[src/rtl/hazard_scoreboard_pkg.sv]
// Shared types and codes for the D->E hazard scoreboard: forward-select
// codes, Tuse sentinel, scoreboard entry layout and small entry helpers.
package hazard_scoreboard_pkg;

  localparam int REG_W  = 5;
  localparam int TNEW_W = 2;
  localparam int TUSE_W = 2;

  localparam logic [1:0] FWD_GRF = 2'd0;
  localparam logic [1:0] FWD_E   = 2'd1;
  localparam logic [1:0] FWD_M   = 2'd2;
  localparam logic [1:0] FWD_W   = 2'd3;

  localparam logic [TUSE_W-1:0] TUSE_NONE = 2'd3;

  typedef struct packed {
    logic [REG_W-1:0]  a3;
    logic              we;
    logic [TNEW_W-1:0] tnew;
    logic              is_load;
  } sb_entry_t;

  localparam sb_entry_t SB_BUBBLE = '0;

  // Advance an entry by one stage: tnew counts down and sticks at zero.
  function automatic sb_entry_t sb_age(input sb_entry_t e);
    sb_entry_t r;
    r = e;
    if (e.tnew != '0) begin
      r.tnew = e.tnew - 1'b1;
    end
    return r;
  endfunction

  function automatic logic sb_hit(input sb_entry_t e, input logic [REG_W-1:0] addr);
    return e.we && (e.a3 == addr) && (addr != '0);
  endfunction

endpackage

[src/rtl/hazard_scoreboard_sb_match.sv]
// Per-operand lookup: finds the nearest in-flight writer of addr and derives
// the stall request, load-origin flag and forward select from it.
module sb_match
  import hazard_scoreboard_pkg::*;
(
  input  logic [REG_W-1:0]  addr,
  input  logic [TUSE_W-1:0] tuse,
  input  sb_entry_t         ent_e,
  input  sb_entry_t         ent_m,
  input  sb_entry_t         ent_w,
  output logic              hit,
  output logic              stall,
  output logic              near_load,
  output logic [1:0]        fwd
);

  logic [TNEW_W-1:0] near_tnew;
  logic              near_is_load;
  logic [1:0]        near_src;

  // Priority E > M > W: a younger writer shadows every older one.
  always_comb begin
    hit          = 1'b0;
    near_tnew    = '0;
    near_is_load = 1'b0;
    near_src     = FWD_GRF;
    if (sb_hit(ent_e, addr)) begin
      hit          = 1'b1;
      near_tnew    = ent_e.tnew;
      near_is_load = ent_e.is_load;
      near_src     = FWD_E;
    end else if (sb_hit(ent_m, addr)) begin
      hit          = 1'b1;
      near_tnew    = ent_m.tnew;
      near_is_load = ent_m.is_load;
      near_src     = FWD_M;
    end else if (sb_hit(ent_w, addr)) begin
      hit          = 1'b1;
      near_tnew    = ent_w.tnew;
      near_is_load = ent_w.is_load;
      near_src     = FWD_W;
    end
  end

  always_comb begin
    stall     = hit && (tuse != TUSE_NONE) && (near_tnew > tuse);
    near_load = hit && near_is_load && (near_src != FWD_W);
    fwd       = (hit && (near_tnew == '0)) ? near_src : FWD_GRF;
  end

endmodule

[src/rtl/hazard_scoreboard.sv]
// Stall/flush/forward controller for the D->E boundary: shadow scoreboard of
// in-flight writers in E/M/W plus a busy counter for the multiply/divide unit.
module hazard_scoreboard
  import hazard_scoreboard_pkg::*;
#(
  parameter int MDU_MUL_CYC = 5,
  parameter int MDU_DIV_CYC = 10
) (
  input  logic              clk,
  input  logic              reset,
  input  logic [REG_W-1:0]  d_rs,
  input  logic [REG_W-1:0]  d_rt,
  input  logic [TUSE_W-1:0] d_tuse_rs,
  input  logic [TUSE_W-1:0] d_tuse_rt,
  input  logic [REG_W-1:0]  d_a3,
  input  logic              d_we,
  input  logic [TNEW_W-1:0] d_tnew,
  input  logic              d_is_load,
  input  logic              d_is_mdu,
  input  logic              e_mdu_start,
  input  logic              e_mdu_div,
  output logic              stall,
  output logic              e_clear,
  output logic              e_lwstall,
  output logic              mdu_busy,
  output logic [1:0]        fwd_rs,
  output logic [1:0]        fwd_rt
);

  localparam int MDU_MAX = (MDU_DIV_CYC > MDU_MUL_CYC) ? MDU_DIV_CYC : MDU_MUL_CYC;
  localparam int CNT_W   = $clog2(MDU_MAX + 1);

  sb_entry_t        sb_e_q, sb_e_d;
  sb_entry_t        sb_m_q, sb_m_d;
  sb_entry_t        sb_w_q, sb_w_d;
  logic [CNT_W-1:0] mdu_cnt_q, mdu_cnt_d;

  logic       rs_hit, rs_stall, rs_load;
  logic       rt_hit, rt_stall, rt_load;
  logic [1:0] rs_fwd, rt_fwd;
  logic       busy_int, data_stall, mdu_stall, stall_int, lw_int;

  sb_match u_match_rs (
    .addr      (d_rs),
    .tuse      (d_tuse_rs),
    .ent_e     (sb_e_q),
    .ent_m     (sb_m_q),
    .ent_w     (sb_w_q),
    .hit       (rs_hit),
    .stall     (rs_stall),
    .near_load (rs_load),
    .fwd       (rs_fwd)
  );

  sb_match u_match_rt (
    .addr      (d_rt),
    .tuse      (d_tuse_rt),
    .ent_e     (sb_e_q),
    .ent_m     (sb_m_q),
    .ent_w     (sb_w_q),
    .hit       (rt_hit),
    .stall     (rt_stall),
    .near_load (rt_load),
    .fwd       (rt_fwd)
  );

  always_comb begin
    busy_int   = (mdu_cnt_q != '0);
    data_stall = rs_stall | rt_stall;
    mdu_stall  = d_is_mdu && (busy_int || e_mdu_start);
    stall_int  = data_stall | mdu_stall;
    lw_int     = (rs_hit && rs_stall && rs_load) || (rt_hit && rt_stall && rt_load);
  end

  // A stalled D instruction must not enter E, so a bubble takes its slot.
  always_comb begin
    sb_w_d = sb_age(sb_m_q);
    sb_m_d = sb_age(sb_e_q);
    if (stall_int) begin
      sb_e_d = SB_BUBBLE;
    end else begin
      sb_e_d = '{a3: d_a3, we: d_we, tnew: d_tnew, is_load: d_is_load};
    end
  end

  always_comb begin
    mdu_cnt_d = mdu_cnt_q;
    if (e_mdu_start) begin
      mdu_cnt_d = e_mdu_div ? CNT_W'(MDU_DIV_CYC) : CNT_W'(MDU_MUL_CYC);
    end else if (mdu_cnt_q != '0) begin
      mdu_cnt_d = mdu_cnt_q - 1'b1;
    end
  end

  always_ff @(posedge clk or negedge reset) begin
    if (!reset) begin
      sb_e_q    <= SB_BUBBLE;
      sb_m_q    <= SB_BUBBLE;
      sb_w_q    <= SB_BUBBLE;
      mdu_cnt_q <= '0;
    end else begin
      sb_e_q    <= sb_e_d;
      sb_m_q    <= sb_m_d;
      sb_w_q    <= sb_w_d;
      mdu_cnt_q <= mdu_cnt_d;
    end
  end

  // Outputs are forced quiet while reset is held, even if D/E inputs are live.
  always_comb begin
    stall     = reset & stall_int;
    e_clear   = reset & stall_int;
    e_lwstall = reset & lw_int;
    mdu_busy  = reset & busy_int;
    fwd_rs    = reset ? rs_fwd : FWD_GRF;
    fwd_rt    = reset ? rt_fwd : FWD_GRF;
  end

endmodule

[config.mk]
export PLATFORM = sky130hd
export DESIGN_NAME = hazard_scoreboard
export DESIGN_NICKNAME = d
export VERILOG_FILES = /design/src/rtl/hazard_scoreboard_pkg.sv /design/src/rtl/hazard_scoreboard_sb_match.sv /design/src/rtl/hazard_scoreboard.sv
export SDC_FILE = /design/constraint.sdc
export NUM_CORES = 1
export LEC_CHECK = 0
export ABC_AREA = 1
export CORE_MARGIN = 2
export CORE_UTILIZATION = 46
export DETAILED_ROUTE_END_ITERATION = 10
export PLACE_DENSITY = 0.7
export SYNTH_ARGS = -nofsm -noshare
export SYNTH_HDL_FRONTEND = slang
export SYNTH_HIERARCHICAL = 1
export SYNTH_SLANG_ARGS = --single-unit
[constraint.sdc]
create_clock -name clk -period 3.6 [get_ports clk]
set_input_delay 0.72 -clock clk [delete_from_list [all_inputs] [get_ports clk]]
set_output_delay 0.72 -clock clk [all_outputs]
set_load 0.005 [all_outputs]
==> tab_implementation.tex, run 1 <==
\begin{tabular}{lr}
\hline
Metric & Value \\
\hline
\multicolumn{2}{l}{\textbf{Die}} \\
Core region area & 0.00469 mm\^{}2 \\
Die Y & 73.7 um \\
Horiz. Die Dim & 73.7 um \\
Starting density of the core & 0.476 \\
\# IOs & 36 \\
Std-Cell Rows & 25 \\
DIE AREA & 0.00543 mm\^{}2 \\
\multicolumn{2}{l}{\textbf{Critical path}} \\
Worst path max stage delay & 0.25 ns \\
Max stage delay cell, worst path & sky130\_fd\_sc\_hd\_\_ha\_4 \\
Crit-path cells & buf\_2, inv\_2, nand2\_1, nand2\_1, nand2\_1, nor2\_2, nand2\_2, or2\_0, nand2\_1, inv\_2, ha\_4, a21oi\_1, a21oi\_1, nand3\_1, inv\_2, nand3\_2, a21oi\_2, buf\_2 \\
Most frequent cell on the critical path & sky130\_fd\_sc\_hd\_\_nand2\_1 \\
Critical-path maximum fanout & 5 \\
Type of element capturing the critical path & primary output \\
Launch point of the worst reg-to-reg path & sb\_e\_q[5] \\
Startpoint-to-endpoint class of the critical path & in -> out \\
Startpoint of the most critical setup path & d\_rt[4] \\
Critical Path Source Type & primary input \\
Crit path DAT & 2.69 ns \\
Required time of the critical path & 2.88 ns \\
\multicolumn{2}{l}{\textbf{Clocking}} \\
Clock Sink Count & 30 \\
Deepest clock path buffer count & 2 \\
Clk\_lat worst skew & 0.29 ns \\
Number of clock buffers inserted by TritonCTS & 5 \\
H-tree levels & 2 \\
Count of hold buffers inserted by post-cts repair & 0 \\
CTS clk-pin slew, worst paths & 0.07 ns \\
CTS tree & built \\
Clock root buffer master & sky130\_fd\_sc\_hd\_\_clkbuf\_8 \\
\multicolumn{2}{l}{\textbf{Cells and area}} \\
Final \#Nets & 479 \\
Final design utilization & 0.646 \\
Diodes inserted & 0 \\
Synth-to-layout area growth & 35.6\% \\
Fraction of layout cells with a size suffix above 1 & 0.226 \\
\multicolumn{2}{l}{\textbf{Drt}} \\
First-pass detailed-route iteration total & 4 \\
Number of vias in the routed layout & 2319 \\
DRC violations left & 0 \\
Vias per cell & 4.64 \\
Violation count after the first detailed-routing iteration & 154 \\
Total wire length after detailed routing & 5340 um \\
WL/cell & 10.7 um \\
Number of nets with antenna violations after detailed routing & 0 \\
\multicolumn{2}{l}{\textbf{GRT}} \\
Wire length of the first global-routing pass & 8850 um \\
Total global routing overflow & 0 \\
Initial antenna violation count & 0 \\
Largest net degree at the start of global routing & 22 \\
Tot GR Track Use & 0.215 \\
Vias in the first global route & 2021 \\
\multicolumn{2}{l}{\textbf{Logic synthesis}} \\
Post-Synthesis Cell Area & 0.00223 mm\^{}2 \\
Synth warnings & 6 \\
Gate count of the mapped netlist & 373 \\
Post-Syn Nets & 407 \\
Average footprint of a synthesized cell & 5.99 um\^{}2 \\
\multicolumn{2}{l}{\textbf{STA}} \\
Maximum achievable frequency & 0.293 GHz \\
Fin. max-slew vios & 0 \\
Final hold violation count & 0 \\
Time the worst path needs with I/O delays and setup & 3.41 ns \\
Final cycle utilization of the critical path & 0.948 \\
Setup Viol. Count Final & 0 \\
Worst relative slew slack & 0.824 \\
Transition time of the tightest slew-check pin & 0.265 ns \\
Final worst slack & 0.189 ns \\
Worst Clk Skew & 0.00491 ns \\
\multicolumn{2}{l}{\textbf{Power and ir drop}} \\
Sequential fraction of design power & 0.413 \\
Power per cell area & 314 mW/mm\^{}2 \\
Cell internal power dissipation & 662 uW \\
Switching Fraction & 0.305 \\
Peak ir drop on the vdd network & 0.306 mV \\
Part of the power in the clock network & 0.367 \\
Static leakage & 0.00178 uW \\
Proportion of power drawn by combinational gates & 0.221 \\
Switching power & 290 uW \\
\multicolumn{2}{l}{\textbf{Outcome}} \\
Outcome & finished clean \\
\multicolumn{2}{l}{\textbf{Placed design}} \\
Final weighted congestion in routability-driven placement & 0.843 \\
Input/output buffers & 35 \\
Worst setup timing slack at the placement stage & -0.680 ns \\
Detailed Place HPWL & 4170 um \\
\multicolumn{2}{l}{\textbf{Worst hold path}} \\
Worst min-delay path startpoint & sb\_e\_q[0] \\
Min-Delay Path Class & reg -> reg \\
\multicolumn{2}{l}{\textbf{Job}} \\
Reported max-cap violation count & 0 \\
\hline
\end{tabular}
==> power groups by stage <==
stage	sequential (uW)	clock [uW]	combinational, uW
floorplan	390	0	121
global placement	398	0	200
detailed placement	399	0	204
CTS	392	357	205
global route	397	373	242
finish	393	349	210
==> final timing paths <==
check	endpoint	depth (start not counted)	slack, ns
min	sb_m_q[0]	0	0.42
min in group asynchronous	sb_e_q[7]	2	0.83
max reg2reg	sb_e_q[4]	19	1.20
max in group asynchronous	sb_m_q[7]	2	2.51
min reg2reg	sb_m_q[0]	0	0.42
max	e_lwstall	18	0.19
==> what timing repair did <==
item | 4_1_cts | 5_1_grt
setup endpoints to repair | 7 | 7
pin swaps | 11 | 18
hold endpoints to repair | 0 | 0
gates resized for setup | 41 | 37
setup buffers | 4 | 4
==> through the flow <==
| stage | hold WS, ns | power [uW] | setup TNS, ns | std cells | area [um^2] |
|---|---|---|---|---|---|
| 4_1_cts | 0.417 | 954 | 0 | 496 | 2970 |
| 5_1_grt | 0.443 | 1010 | -0.0275 | 500 | 3030 |
| 3_5_place_dp | 0.402 | 603 | -2.71 | 484 | 2820 |
| 3_3_place_gp | 0.390 | 598 | -2.57 | 484 | 2820 |
| 6_report | 0.424 | 952 | 0 | 500 | 3030 |
| 2_1_floorplan | 0.374 | 511 | 0 | 373 | 2230 |
==> routing by layer <==
layer,global-route usage,wire length (um),vias to the layer above
li1,-,-,1236
met1,0.298,2590,1028
met2,0.332,2460,50
met3,0.0494,245,5
met4,0.0687,51,0
met5,0,0,-
==> critical path: cells and delay by family <==
kind | cells | cell delay (ns)
AND/OR/NAND/NOR | 9 | 0.91
buffers and inverters | 5 | 0.48
AO/OA/AOI/OAI | 3 | 0.30
adder cells (fa/ha/maj) | 1 | 0.25
==> area by class of cell <==
type / count / area [um^2]
Clock buffer: 5 / 68.8
Fill cell: 424 / 1660
Multi-Input combinational cell: 260 / 1260
Inverter: 82 / 308
Timing Repair Buffer: 66 / 527
Clock inverter: 3 / 45.0
Sequential cell: 30 / 751
Tap cell: 54 / 67.6
==> layout by cell type (no fill, tap or decap) <==
| master | instances |
|---|---|
| sky130_fd_sc_hd__xnor2_2 | 1 |
| sky130_fd_sc_hd__nor2_4 | 4 |
| sky130_fd_sc_hd__nand3b_1 | 1 |
| sky130_fd_sc_hd__nand3_1 | 15 |
| sky130_fd_sc_hd__inv_2 | 11 |
| sky130_fd_sc_hd__buf_2 | 7 |
| sky130_fd_sc_hd__clkdlybuf4s50_1 | 21 |
| sky130_fd_sc_hd__nand2_1 | 140 |
| sky130_fd_sc_hd__nor2_1 | 46 |
| sky130_fd_sc_hd__ha_4 | 2 |
| sky130_fd_sc_hd__nand3_2 | 8 |
| sky130_fd_sc_hd__dfrtp_1 | 30 |
| sky130_fd_sc_hd__dlymetal6s2s_1 | 1 |
| sky130_fd_sc_hd__clkinvlp_4 | 2 |
| sky130_fd_sc_hd__o21ai_0 | 5 |
| sky130_fd_sc_hd__inv_1 | 71 |
| sky130_fd_sc_hd__xnor2_1 | 1 |
| sky130_fd_sc_hd__nand2_4 | 1 |
| sky130_fd_sc_hd__buf_4 | 31 |
| sky130_fd_sc_hd__a21oi_2 | 2 |
| sky130_fd_sc_hd__or2_0 | 2 |
| sky130_fd_sc_hd__a21oi_1 | 8 |
| sky130_fd_sc_hd__nand2_2 | 7 |
| sky130_fd_sc_hd__buf_6 | 1 |
| sky130_fd_sc_hd__bufinv_16 | 1 |
| sky130_fd_sc_hd__nor2_2 | 13 |
| sky130_fd_sc_hd__ha_1 | 4 |
| sky130_fd_sc_hd__clkbuf_2 | 5 |
| sky130_fd_sc_hd__clkbuf_8 | 5 |
==> flip-flops by register name, indices dropped and copies added (netlist names) <==
register and flops:
sb_e_q 9, sb_m_q 9, sb_w_q 8, mdu_cnt_q 4
No activity file was read; power rests on OpenSTA's default activity.
==> run 2, diff against run 1 <==
Clock period 3.6 ns to 4.18 ns, I/O delays scaled along.
==> tab_implementation.tex, run 2 (synthesis results as in run 1) <==
\begin{tabular}{lr}
\hline
Metric & Value \\
\hline
\multicolumn{2}{l}{\textbf{STA}} \\
Maximum achievable frequency & 0.251 GHz \\
Time the worst path needs with I/O delays and setup & 3.99 ns \\
Final hold violation count & 0 (unchanged) \\
Final cycle utilization of the critical path & 0.953 \\
Setup Viol. Count Final & 0 (unchanged) \\
Fin. max-slew vios & 0 (unchanged) \\
Worst Clk Skew & 0.00712 ns (+0.00221 ns) \\
Worst hold slack after final layout & 0.410 ns (-0.0141 ns) \\
Transition time of the tightest slew-check pin & 0.368 ns (+0.104 ns) \\
Worst relative slew slack & 0.754 (-0.0699) \\
\multicolumn{2}{l}{\textbf{Placed design}} \\
Detailed Place HPWL & 4170 um (-0.11\%) \\
Number of instances in the placed design & 481 (-0.62\%) \\
Input/output buffers & 35 (unchanged) \\
Final weighted congestion in routability-driven placement & 0.857 (+1.6\%) \\
Dpl cell area & 0.00279 mm\^{}2 (-0.80\%) \\
\multicolumn{2}{l}{\textbf{Die}} \\
\# IOs & 36 (unchanged) \\
Die Y & 73.7 um (unchanged) \\
Horiz. Die Dim & 73.7 um (unchanged) \\
DIE AREA & 0.00543 mm\^{}2 (unchanged) \\
Starting density of the core & 0.476 (unchanged) \\
Core region area & 0.00469 mm\^{}2 (unchanged) \\
Std-Cell Rows & 25 (unchanged) \\
\multicolumn{2}{l}{\textbf{Critical path}} \\
Crit-path cells & clkdlybuf4s50\_1, inv\_2, nand2\_1, nand2\_1, inv\_1, nand2\_1, nor2\_4, nand2\_2, or2\_0, nand2\_1, inv\_1, ha\_1, a21oi\_2, a21oi\_1, nand3\_1, inv\_2, nand3\_1, a21oi\_2, clkbuf\_2 \\
Top Family by Delay on Critical Path & buffers and inverters \\
Crit path DAT & 3.15 ns (+0.46 ns) \\
Required time of the critical path & 3.34 ns (+0.46 ns) \\
Type of element capturing the critical path & primary output \\
Worst path max stage delay & 0.49 ns (+0.24 ns) \\
Max stage delay cell, worst path & sky130\_fd\_sc\_hd\_\_clkdlybuf4s50\_1 \\
Count of buffering cells on the critical path with inverters included & 6 (+1) \\
Critical-path maximum fanout & 5 (unchanged) \\
Startpoint-to-endpoint class of the critical path & in -> out \\
Critical Path Source Type & primary input \\
Most frequent cell on the critical path & sky130\_fd\_sc\_hd\_\_nand2\_1 \\
\multicolumn{2}{l}{\textbf{Clocking}} \\
Clock Sink Count & 30 (unchanged) \\
Deepest clock path buffer count & 2 (unchanged) \\
CTS tree & built \\
CTS clk-pin slew, worst paths & 0.07 ns (about the same) \\
Number of clock buffers inserted by TritonCTS & 5 (unchanged) \\
Clock root buffer master & sky130\_fd\_sc\_hd\_\_clkbuf\_8 \\
H-tree levels & 2 (unchanged) \\
Clk\_lat worst skew & 0.28 ns (about the same) \\
\multicolumn{2}{l}{\textbf{GRT}} \\
Vias in the first global route & 2074 (+2.6\%) \\
Tot GR Track Use & 0.212 (-0.00292) \\
Wire length of the first global-routing pass & 8860 um (about the same) \\
Largest net degree at the start of global routing & 16 (-27\%) \\
Total global routing overflow & 0 (unchanged) \\
Initial antenna violation count & 0 (unchanged) \\
\multicolumn{2}{l}{\textbf{Cells and area}} \\
Non-filler cells, final & 492 (-1.6\%) \\
Fraction of layout cells with a size suffix above 1 & 0.153 (-0.0735) \\
Diodes inserted & 0 (unchanged) \\
Number of fill cells in the layout & 462 (+9.0\%) \\
Largest regs & sb\_e\_q (9), sb\_m\_q (9), sb\_w\_q (8) \\
Design Area, Final & 0.00292 mm\^{}2 (-3.5\%) \\
Most common library cell in the layout ignoring fill and taps & sky130\_fd\_sc\_hd\_\_nand2\_1 \\
Commonest cells after routing, fill and taps aside & 143 x sky130\_fd\_sc\_hd\_\_nand2\_1, 73 x sky130\_fd\_sc\_hd\_\_inv\_1, 51 x sky130\_fd\_sc\_hd\_\_nor2\_1 \\
Synth-to-layout area growth & 30.9\% \\
Final \#Nets & 471 (-1.7\%) \\
\multicolumn{2}{l}{\textbf{Drt}} \\
Number of vias in the routed layout & 2285 (-1.5\%) \\
WL/cell & 10.5 um (-1.4\%) \\
Total wire length after detailed routing & 5180 um (-3.0\%) \\
First-pass detailed-route iteration total & 4 (unchanged) \\
DRC violations left & 0 (unchanged) \\
Vias per cell & 4.64 (+0.14\%) \\
Violation count after the first detailed-routing iteration & 113 (-27\%) \\
Number of nets with antenna violations after detailed routing & 0 (unchanged) \\
\multicolumn{2}{l}{\textbf{Power and ir drop}} \\
Static leakage & 0.00173 uW (-2.8\%) \\
Power per cell area & 273 mW/mm\^{}2 (-13\%) \\
Peak ir drop on the vdd network & 0.198 mV (-35\%) \\
Total power & 798 uW (-16\%) \\
\multicolumn{2}{l}{\textbf{Worst hold path}} \\
Min-Delay Path Class & reg -> reg \\
\multicolumn{2}{l}{\textbf{Job}} \\
Reported max-cap violation count & 0 (unchanged) \\
\multicolumn{2}{l}{\textbf{Outcome}} \\
Outcome & finished clean \\
\hline
\end{tabular}
## run 2: what timing repair did
action,in CTS,in global routing
setup endpoints to repair,3,3
setup buffers,2,1
resized for setup,16,13
hold buffers,0,0
hold endpoints to repair,0,0
pin swaps,1,2
## run 2: worst paths after layout
path,from,endpoint,slack [ns],cells after the start
max,d_rt[3],e_lwstall,0.19,19
min,sb_m_q[3],sb_w_q[3],0.41,0
max reg2reg,sb_e_q[6],sb_e_q[4],1.66,17
min reg2reg,sb_m_q[3],sb_w_q[3],0.41,0
max in group asynchronous,reset,sb_e_q[5],2.83,2
min in group asynchronous,reset,mdu_cnt_q[2],0.84,1
## run 2: routing by layer
metal / vias up / global-route usage / part of all wire
met3: 9 / 0.0329 / 0.035
met4: 0 / 0.0667 / 0.015
li1: 1213 / - / -
met2: 45 / 0.349 / 0.47
met5: - / 0 / 0
met1: 1018 / 0.286 / 0.48
## run 2: area by class of cell
cell class / count / area, um^2 / share of cell area
clock buffer: 6 / 72.6 / 0.0248
clock inverter: 2 / 37.5 / 0.0128
inverter: 82 / 308 / 0.105
multi-input combinational: 260 / 1190 / 0.407
sequential: 30 / 751 / 0.257
tap: 54 / 67.6 / 0.0231
timing repair buffer: 58 / 498 / 0.170
## run 2: worst register-to-register path, cell delays in order, from the launching register on
cell and delay [ns]:
sky130_fd_sc_hd__dfrtp_1 0.44, sky130_fd_sc_hd__xnor2_1 0.20, sky130_fd_sc_hd__nand2_1 0.08, sky130_fd_sc_hd__nor2_2 0.14
sky130_fd_sc_hd__nand2_2 0.08, sky130_fd_sc_hd__or2_0 0.19, sky130_fd_sc_hd__nand2_1 0.10, sky130_fd_sc_hd__inv_1 0.05
sky130_fd_sc_hd__ha_1 0.30, sky130_fd_sc_hd__a21oi_2 0.06, sky130_fd_sc_hd__a21oi_1 0.11, sky130_fd_sc_hd__nand3_1 0.10
sky130_fd_sc_hd__inv_2 0.08, sky130_fd_sc_hd__nor2_2 0.05, sky130_fd_sc_hd__buf_4 0.12, sky130_fd_sc_hd__buf_4 0.13
sky130_fd_sc_hd__nand2_4 0.11, sky130_fd_sc_hd__nor2_1 0.06
## run 2: metrics by stage
| stage | setup slack [ns] | util | setup TNS [ns] |
|---|---|---|---|
| 6_report | 0.194 | 0.623 | 0 |
| 5_1_grt | -0.0211 | 0.623 | -0.0211 |
| 4_1_cts | 0.0880 | 0.620 | 0 |
| 3_5_place_dp | -0.349 | 0.595 | -1.01 |
| 3_3_place_gp | -0.297 | 0.595 | -0.889 |
| 2_1_floorplan | 0.645 | - | 0 |
## run 2: where the power goes
part | switching, uW | internal (uW) | leakage, uW
combinational | 98.5 | 75.5 | 0.00129
sequential | 24.4 | 314 | 0.000384
clock | 108 | 178 | 0.0000514
==> run 3, diff against run 2 <==
Settings changed: ABC_AREA 1 to 0, PLACE_DENSITY 0.7 to 0.72.
==> tab_implementation.tex, run 3 <==
\begin{tabular}{lr}
\hline
Metric & Value \\
\hline
\multicolumn{2}{l}{\textbf{Cells and area}} \\
Fraction of layout cells with a size suffix above 1 & 0.373 (+0.220) \\
Commonest cells after routing, fill and taps aside & 41 x sky130\_fd\_sc\_hd\_\_buf\_4, 30 x sky130\_fd\_sc\_hd\_\_dfrtp\_1, 20 x sky130\_fd\_sc\_hd\_\_clkdlybuf4s50\_1 \\
Final design utilization & 0.697 (+0.0737) \\
Diodes inserted & 0 (unchanged) \\
Largest regs & sb\_e\_q (9), sb\_m\_q (9), sb\_w\_q (8) \\
Most common library cell in the layout ignoring fill and taps & sky130\_fd\_sc\_hd\_\_buf\_4 \\
Final \#Nets & 301 (-36\%) \\
Synth-to-layout area growth & 45.5\% \\
Design Area, Final & 0.00279 mm\^{}2 (-4.7\%) \\
\multicolumn{2}{l}{\textbf{GRT}} \\
Met3 track demand over resource & 0.0390 (+0.00604) \\
Wire length of the first global-routing pass & 7660 um (-14\%) \\
Tot GR Track Use & 0.223 (+0.0109) \\
Vias in the first global route & 1729 (-17\%) \\
Total global routing overflow & 0 (unchanged) \\
Met1 usage & 0.282 (-0.00438) \\
Initial antenna violation count & 0 (unchanged) \\
Met2 track demand over resource in global routing & 0.376 (+0.0270) \\
Largest net degree at the start of global routing & 17 (+1) \\
Most Crowded Layer GR & met2 \\
\multicolumn{2}{l}{\textbf{STA}} \\
Maximum achievable frequency & 0.236 GHz (-6.0\%) \\
Worst relative slew slack & 0.613 (-0.140) \\
Setup Viol. Count Final & 3 (+3) \\
Transition time of the tightest slew-check pin & 0.579 ns (+0.210 ns) \\
Final hold violation count & 0 (unchanged) \\
Final worst slack & -0.0613 ns (-0.256 ns) \\
Final cycle utilization of the critical path & 1.01 (+0.0612) \\
Setup repair after global routing missed its margin & yes \\
Fin. max-slew vios & 0 (unchanged) \\
Time the worst path needs with I/O delays and setup & 4.24 ns (+0.256 ns) \\
Worst Clk Skew & 0.00891 ns (+0.00179 ns) \\
\multicolumn{2}{l}{\textbf{Placed design}} \\
Input/output buffers & 35 (unchanged) \\
Worst setup timing slack at the placement stage & -0.818 ns (-0.469 ns) \\
Final weighted congestion in routability-driven placement & 0.844 (-1.5\%) \\
Dpl cell area & 0.00259 mm\^{}2 (-7.3\%) \\
Detailed Place HPWL & 3650 um (-12\%) \\
\multicolumn{2}{l}{\textbf{Logic synthesis}} \\
Gate count of the mapped netlist & 185 (-50\%) \\
Average footprint of a synthesized cell & 10.4 um\^{}2 (+73\%) \\
Synth warnings & 6 (unchanged) \\
Post-Synthesis Cell Area & 0.00192 mm\^{}2 (-14\%) \\
Post-Syn Nets & 219 (-46\%) \\
\multicolumn{2}{l}{\textbf{Die}} \\
Die Y & 68.5 um (-7.0\%) \\
\# IOs & 36 (unchanged) \\
Core region area & 0.00400 mm\^{}2 (-15\%) \\
Horiz. Die Dim & 68.5 um (-7.0\%) \\
DIE AREA & 0.00470 mm\^{}2 (-13\%) \\
Std-Cell Rows & 23 (-8.0\%) \\
Starting density of the core & 0.479 (+0.00289) \\
\multicolumn{2}{l}{\textbf{Clocking}} \\
CTS tree & built \\
H-tree levels & 2 (unchanged) \\
Clock Sink Count & 30 (unchanged) \\
Number of clock buffers inserted by TritonCTS & 5 (unchanged) \\
Deepest clock path buffer count & 2 (unchanged) \\
Clock root buffer master & sky130\_fd\_sc\_hd\_\_clkbuf\_8 \\
Clk\_lat worst skew & 0.28 ns (about the same) \\
CTS clk-pin slew, worst paths & 0.06 ns (about the same) \\
\multicolumn{2}{l}{\textbf{Critical path}} \\
Type of element capturing the critical path & primary output \\
Startpoint-to-endpoint class of the critical path & in -> out \\
Startpoint of the most critical setup path & d\_rt[2] \\
Most frequent cell on the critical path & sky130\_fd\_sc\_hd\_\_and2\_4 \\
Worst path max stage delay & 0.55 ns (+0.06 ns) \\
Required time of the critical path & 3.34 ns (about the same) \\
Setup slack, reg-to-reg & 1.39 ns (-0.27 ns) \\
Launch point of the worst reg-to-reg path & sb\_e\_q[6] \\
Critical Path Source Type & primary input \\
Max stage delay cell, worst path & sky130\_fd\_sc\_hd\_\_or4\_4 \\
Crit path DAT & 3.41 ns (+0.26 ns) \\
Critical-path maximum fanout & 3 (-2) \\
Worst Reg-to-Reg Cells & 12 (-5) \\
Setup crit end & stall \\
Reg2Reg Capture Point & sb\_e\_q[0] \\
Crit-path cells & buf\_6, or4\_4, o211a\_4, and2\_4, o211ai\_2, and2\_4, ha\_4, a221o\_1, a21oi\_2, buf\_4, a211oi\_4, nor2b\_1, buf\_2 \\
\multicolumn{2}{l}{\textbf{Power and ir drop}} \\
Peak ir drop on the vdd network & 0.239 mV (+20\%) \\
Static leakage & 0.00128 uW (-26\%) \\
Power per cell area & 264 mW/mm\^{}2 (-3.2\%) \\
\multicolumn{2}{l}{\textbf{Worst hold path}} \\
Number of cells on the worst hold path & 0 (unchanged) \\
Min-Delay Path Class & reg -> reg \\
\multicolumn{2}{l}{\textbf{Drt}} \\
Vias per cell & 5.21 (+12\%) \\
Number of vias in the routed layout & 1656 (-28\%) \\
First-pass detailed-route iteration total & 4 (unchanged) \\
WL/cell & 15.1 um (+43\%) \\
Total wire length after detailed routing & 4800 um (-7.4\%) \\
Number of nets with antenna violations after detailed routing & 0 (unchanged) \\
Violation count after the first detailed-routing iteration & 87 (-23\%) \\
DRC violations left & 0 (unchanged) \\
\multicolumn{2}{l}{\textbf{Outcome}} \\
Failing checks & setup timing \\
Outcome & complete, but fails checks \\
\multicolumn{2}{l}{\textbf{Job}} \\
Reported max-cap violation count & 0 (unchanged) \\
\hline
\end{tabular}
run 3: changes by cell type in the layout (fill, tap and decap cells not counted), sizes merged, moves of 16 or more:
cell   before  now
inv        82    6
xor2        0   16
buf        23   54
and2        0   19
nor2       63    5
nand2     148   12
run 3: layer usage:
metal,vias to the layer above,wire [um]
met1,799,2060
met5,-,0
met2,42,2450
li1,807,-
met3,8,212
met4,0,77
run 3: how the worst min path moves through the flow:
| stage | to | slack [ns] | startpoint |
|---|---|---|---|
| 2_1_floorplan | sb_m_q[0] | 0.37 | sb_e_q[0] |
| 5_1_grt | sb_m_q[0] | 0.41 | sb_e_q[0] |
| 4_1_cts | sb_m_q[3] | 0.40 | sb_e_q[3] |
| 3_5_place_dp | sb_m_q[3] | 0.38 | sb_e_q[3] |
| 3_3_place_gp | sb_m_q[3] | 0.39 | sb_e_q[3] |
| 6_report | sb_m_q[3] | 0.40 | sb_e_q[3] |
run 3: what timing repair did:
item,CTS,global route
cloned,0,0
setup buffers,5,2
hold buffers,0,0
pin swaps,18,20
setup endpoints to repair,5,5
resized for setup,58,12
run 3: worst max-delay path, delay by kind of cell:
kind,cells,cell delay (ns)
fa+ha+maj,1,0.20
compound gates,5,0.98
simple gates,4,1.05
buf+inv,3,0.35
run 3: power by group:
part	total, uW	internal (uW)	switching, uW
Clock	241	132	109
Sequential	333	312	21.6
Combinational	162	91.4	70.9
run 3: final cells by class:
cell class / instances / area [um^2]
timing repair buffer: 78 / 656
inverter: 6 / 22.5
tap: 50 / 62.6
clock inverter: 2 / 12.5
multi-input combinational: 146 / 1200
fill: 314 / 1210
clock buffer: 6 / 82.6
sequential: 30 / 751
run 3: stage by stage:
| stage | instances | hold WS [ns] | power [uW] | TNS (ns) |
|---|---|---|---|---|
| 2_1_floorplan | 185 | 0.374 | 415 | 0 |
| 6_report | 318 | 0.399 | 737 | -0.137 |
| 4_1_cts | 316 | 0.400 | 737 | -0.123 |
| 5_1_grt | 318 | 0.415 | 773 | -0.441 |
| 3_3_place_gp | 304 | 0.386 | 488 | -2.23 |
| 3_5_place_dp | 304 | 0.385 | 495 | -2.44 |
